$ cat src/rtl/param_rr_pkg.sv
// Shared types and helpers for the round-robin width-adapting arbiter.
// Latency: none (types and pure functions only).
// Backpressure: not applicable.
package param_rr_pkg;

    // Output register occupancy.
    typedef enum logic {
        EMPTY = 1'b0,
        FULL  = 1'b1
    } state_t;

    // Width adaptation carried on a 32-bit scratch word. Keeping only the
    // low min(n, m) bits gives zero-extension when m > n, truncation to the
    // low bits when m < n, and a plain pass-through when m == n.
    function automatic logic [31:0] adapt(input logic [31:0] word, input int n, input int m);
        int          keep;
        logic [31:0] mask;
        keep = (m < n) ? m : n;
        mask = (keep >= 32) ? 32'hFFFF_FFFF : ((32'd1 << keep) - 32'd1);
        return word & mask;
    endfunction

    // Increment that wraps from nreq-1 back to 0. This drives the
    // round-robin pointer.
    function automatic logic [4:0] wrap_inc(input logic [4:0] v, input int nreq);
        return (int'(v) >= nreq - 1) ? 5'd0 : v + 5'd1;
    endfunction

endpackage

$ cat src/rtl/param_rr_arbiter_rr_pick.sv
// Round-robin pick: the first valid requester at or after ptr, wrapping around.
// Latency: purely combinational.
// Backpressure: none; the caller gates the pick with its own accept window.
module rr_pick #(
    parameter int NREQ = 4,
    parameter int SW   = $clog2(NREQ)
) (
    input  logic [NREQ-1:0] req_valid,
    input  logic [SW-1:0]   ptr,
    output logic [NREQ-1:0] grant_oh,
    output logic [SW-1:0]   grant_idx,
    output logic            any
);

    logic [2*NREQ-1:0] dbl;
    logic [NREQ-1:0]   rot;
    int                pos;
    int                idx;

    // Rotate the request vector so ptr lands at bit 0. Pick the lowest set
    // bit, then add ptr back to get the requester index.
    always_comb begin
        dbl = {req_valid, req_valid} >> ptr;
        rot = dbl[NREQ-1:0];
        any = |req_valid;
        pos = 0;
        for (int j = NREQ - 1; j >= 0; j--) begin
            if (rot[j]) begin
                pos = j;
            end
        end
        idx = pos + int'(ptr);
        if (idx >= NREQ) begin
            idx = idx - NREQ;
        end
        grant_idx = SW'(idx);
        grant_oh  = '0;
        if (any) begin
            grant_oh[idx] = 1'b1;
        end
    end

endmodule

$ cat src/rtl/param_rr_arbiter.sv
// Round-robin funnel of NREQ N-bit valid/ready sources onto one registered M-bit output.
// Latency: 1 cycle from grant edge to out_*; throughput one word per cycle.
// Backpressure: out_ready=0 while FULL holds the output and forces req_ready to zero.
module param_rr_arbiter
    import param_rr_pkg::*;
#(
    parameter int NREQ = 4,
    parameter int N    = 3,
    parameter int M    = 3,
    parameter int SW   = $clog2(NREQ)
) (
    input  logic              clk,
    input  logic              rst,
    input  logic [NREQ-1:0]   req_valid,
    input  logic [NREQ*N-1:0] req_data,
    output logic [NREQ-1:0]   req_ready,
    output logic              out_valid,
    output logic [M-1:0]      out_data,
    output logic [SW-1:0]     out_src,
    input  logic              out_ready
);

    state_t          state_q, state_d;
    logic [SW-1:0]   ptr_q, ptr_d;
    logic [M-1:0]    out_data_q, out_data_d;
    logic [SW-1:0]   out_src_q, out_src_d;

    logic [NREQ-1:0] grant_oh;
    logic [SW-1:0]   grant_idx;
    logic            any;
    logic            accept;
    logic            grant;
    logic [N-1:0]    pick_word;

    rr_pick #(
        .NREQ (NREQ),
        .SW   (SW)
    ) u_pick (
        .req_valid (req_valid),
        .ptr       (ptr_q),
        .grant_oh  (grant_oh),
        .grant_idx (grant_idx),
        .any       (any)
    );

    // Take a new word when the register is empty or is being drained this
    // cycle. Grants stay off while reset is held.
    always_comb begin
        accept    = (state_q == EMPTY) || out_ready;
        grant     = accept && any && !rst;
        req_ready = grant ? grant_oh : '0;
        pick_word = req_data[grant_idx*N +: N];
    end

    // Next-state logic: load on a grant (this also covers pop and refill in
    // the same cycle), go empty on a pop with no refill, otherwise hold.
    always_comb begin
        state_d    = state_q;
        ptr_d      = ptr_q;
        out_data_d = out_data_q;
        out_src_d  = out_src_q;
        if (grant) begin
            state_d    = FULL;
            out_data_d = M'(adapt(32'(pick_word), N, M));
            out_src_d  = grant_idx;
            ptr_d      = SW'(wrap_inc(5'(grant_idx), NREQ));
        end else if ((state_q == FULL) && out_ready) begin
            state_d = EMPTY;
        end
    end

    // State, pointer and output register. Reset drops any word held in the
    // register.
    always_ff @(posedge clk or posedge rst) begin
        if (rst) begin
            state_q    <= EMPTY;
            ptr_q      <= '0;
            out_data_q <= '0;
            out_src_q  <= '0;
        end else begin
            state_q    <= state_d;
            ptr_q      <= ptr_d;
            out_data_q <= out_data_d;
            out_src_q  <= out_src_d;
        end
    end

    assign out_valid = (state_q == FULL);
    assign out_data  = out_data_q;
    assign out_src   = out_src_q;

endmodule

$ cat config.mk
export PLATFORM = sky130hd
export DESIGN_NAME = param_rr_arbiter
export DESIGN_NICKNAME = d
export VERILOG_FILES = /design/src/rtl/param_rr_pkg.sv /design/src/rtl/param_rr_arbiter_rr_pick.sv /design/src/rtl/param_rr_arbiter.sv
export SDC_FILE = /design/constraint.sdc
export NUM_CORES = 1
export LEC_CHECK = 0
export BUFFER_PORTS_ARGS = -buffer_cell sky130_fd_sc_hd__buf_2
export CAP_MARGIN = 15
export CORE_MARGIN = 10
export CORE_UTILIZATION = 52
export CTS_CLUSTER_SIZE = 28
export DETAILED_ROUTE_END_ITERATION = 8
export PLACE_DENSITY_LB_ADDON = 0.3
export SYNTH_ARGS = -nofsm -noshare
export SYNTH_HDL_FRONTEND = slang
export SYNTH_SLANG_ARGS = --single-unit
$ cat constraint.sdc
create_clock -name clk -period 4.9 [get_ports clk]
set_input_delay 0.98 -clock clk [delete_from_list [all_inputs] [get_ports clk]]
set_output_delay 0.98 -clock clk [all_outputs]
set_load 0.005 [all_outputs]
==> reports/qor.txt <==
Status = complete, no violations
Synthesized net count = 121
Post CTS Setup Buffer Count = 0
Mux cell area share after synthesis = 16.1%
Compound-cell area share of the yosys netlist = 10.9%
Post-synthesis adder-cell area fraction = 7.66%
CTS clk-pin slew, worst paths = 0.05 ns
Max Cap Viol = 0
Drt first pass iters = 4
Slew Viols, Final = 0
Ys Warns = 0
Minimum clock period = 4.09 ns
CTS buffer count = 3
Core Rows = 14
Hold Fails Final Rpt = 0
CORE AREA = 1490 um2
Post-Route M1 WL = 770 um
Hold Path Class = flop to flop
Vias per inst = 5.28
WHS = 0.476 ns
Avg Cell Area, Syn = 8.42 um2
FMAX = 0.244 GHz
Area grow syn2layout = 16.2%
Capturing point of the worst reg2reg path = ptr_q[1]
Critical path startpoint category = input pin
Die footprint = 3560 um2
First-pass GRT wire length = 3.35 mm
Post-cts gate resize count = 0
Fin Setup TNS = 0 ns
Fraction of registers with async set/reset = 100%
Nets = 146
Dpl hpwl = 1.49 mm
Crit end category = output pin
H-tree Lvls = 1
DR top layer = met4
Cell area power density = 608 nW/um2
Number of DRC markers in iteration 0 = 4
Top-count cell post-synth = nor3_1
Wire per inst = 13.2 um
#FFs+latches synth = 8
Unrepaired setup endpoints after global routing = no
Max rail drop VDD = 0.342 mV
XOR/XNOR share of the synthesized area = 4.13%
Synth cell types = 28
Mapped Cells = 97
Share of layout cells above drive strength 1 = 32.5%
Worst R2R Start = ptr_q[0]
Critical Path Source = req_valid[2]
Worst EP required = 3.92 ns
Number of global-route vias before repair = 779
Final WS setup = 0.805 ns
GR Overflow Total = 0
Main synth FF type = dfrtp_1
CTS Hold Bufs = 0
Actual slew at the worst max-slew pin = 0.650 ns
Pre-CTS WS = 0.808 ns
Fin crit share = 83.6%
Initial antenna violation count = 0
Hold depth = 2
DRC = 0
Largest area contributor in the netlist = dfrtp_1
Max clock buf depth = 2
Largest net degree at the start of global routing = 23
Clk root buf = clkbuf_4
Final Util = 63.8%
Post-synth EDFFs = 0
Non-filler instance count after layout = 136
GP Congestion = 0.795
I/O pin count = 29
Gr usage total = 11.8%
Vias after detailed routing = 718
Initial Utilization = 54.9%
CTS tree = yes
Main combinational cell family by area after synthesis = simple AND/OR/NAND/NOR gates
DR WL met3 = 87 um
R2r worst-path depth = 8
Chip Width = 59.6 um
CP Max Fanout = 7
PortBufs = 28
Top post-synthesis cells by area = dfrtp_1 (25%), mux2i_1 (15%), nor3_1 (8.6%)
Final Setup Violations = 0
Post-route clock skew = 0.00888 ns
Worst skew pair latency = 0.27 ns
Simple-Gate Fraction of Synth Area = 28.8%
WL met2 = 901 um
Synth top area share = 24.5%
Sequential element share of the synthesized area = 24.5%
Synth Cell Area = 817 um2
Height of the die = 59.6 um
Final WL = 1.80 mm
Layout fillers = 145
WS Path Type = input pin to output pin
Cell count after placement = 133
Relative max-transition margin = 56.5%
R2r setup slk = 2.08 ns
Most instantiated cells after synthesis = nor3_1 (14), mux2i_1 (12), nor2_1 (9)
DRT antenna net count = 0
Diodes inserted = 0
Capture point of the worst path = req_ready[3]
CP Data Arrival Time = 3.11 ns
Num Clock Sinks = 8
Leakage power = 0.000473 uW
## flip-flops by register name, indices dropped and copies added, names as in the netlist
signal / count
out_data: 3
out_src: 2
ptr_q: 2
out_valid: 1
## report_power, final
part | switching (uW) | total, uW | internal (uW) | leakage (uW)
Clock | 26.4 | 54.7 | 28.3 | 0.0000138
Combinational | 212 | 389 | 177 | 0.000362
Sequential | 38.0 | 134 | 95.8 | 0.0000968
## final cells by class
cell class | instances | area (um2) | share of cell area [%]
Clock buffer | 3 | 22.5 | 2.37
Sequential cell | 8 | 200 | 21.1
Inverter | 4 | 15.0 | 1.58
Timing Repair Buffer | 28 | 140 | 14.8
Multi-Input combinational cell | 77 | 552 | 58.1
Tap cell | 16 | 20.0 | 2.11
## layer usage
| layer | vias to the layer above | global-route usage (%) |
|---|---|---|
| met5 | - | 0 |
| met4 | 0 | 5.77 |
| met3 | 4 | 3.65 |
| met2 | 14 | 19.7 |
| met1 | 313 | 13.0 |
| li1 | 387 | - |
## placed cells by master (no fill, tap or decap), types with 2 or more instances in the layout
master / Yosys / routed
mux2i_1: 12 / 12
dfrtp_1: 8 / 8
nand2_1: 8 / 8
nand3_1: 4 / 4
inv_1: 4 / 4
nor3_1: 14 / 14
ha_1: 5 / 5
buf_2: 4 / 28
a21oi_1: 2 / 2
nand2b_1: 3 / 3
clkbuf_4: 0 / 3
a21oi_2: 2 / 2
and3_1: 4 / 4
nor2_1: 9 / 9
o21ai_0: 3 / 3
## worst max-delay path: stages
cell     delay, ns
buf_2         0.15
o311a_1       0.33
o21ai_0       0.18
ha_1          0.22
xor2_1        0.51
xnor2_2       0.22
inv_1         0.10
ha_1          0.18
and3_1        0.13
buf_2         0.12
## worst min-delay path by stage
stage,start,end
2_1_floorplan,out_src[0],out_src[0]
3_3_place_gp,out_src[1],out_src[1]
6_report,out_src[1],out_src[1]
5_1_grt,out_src[1],out_src[1]
3_5_place_dp,out_src[1],out_src[1]
4_1_cts,out_src[1],out_src[1]
## per-stage QoR
stage / total power [uW] / area (um2)
5_1_grt: 648 / 950
3_3_place_gp: 518 / 927
2_1_floorplan: 444 / 817
6_report: 578 / 950
3_5_place_dp: 531 / 927
4_1_cts: 589 / 950
## cell families after synthesis
kind of cell,Yosys count
and+or+nand+nor,45
muxes,13
buffers and inverters,12
AOI/OAI and AO/OA,11
DFF,8
adders and majority gates,5
xor gates and xnor gates,3
Power figures use the tool's default switching activity.
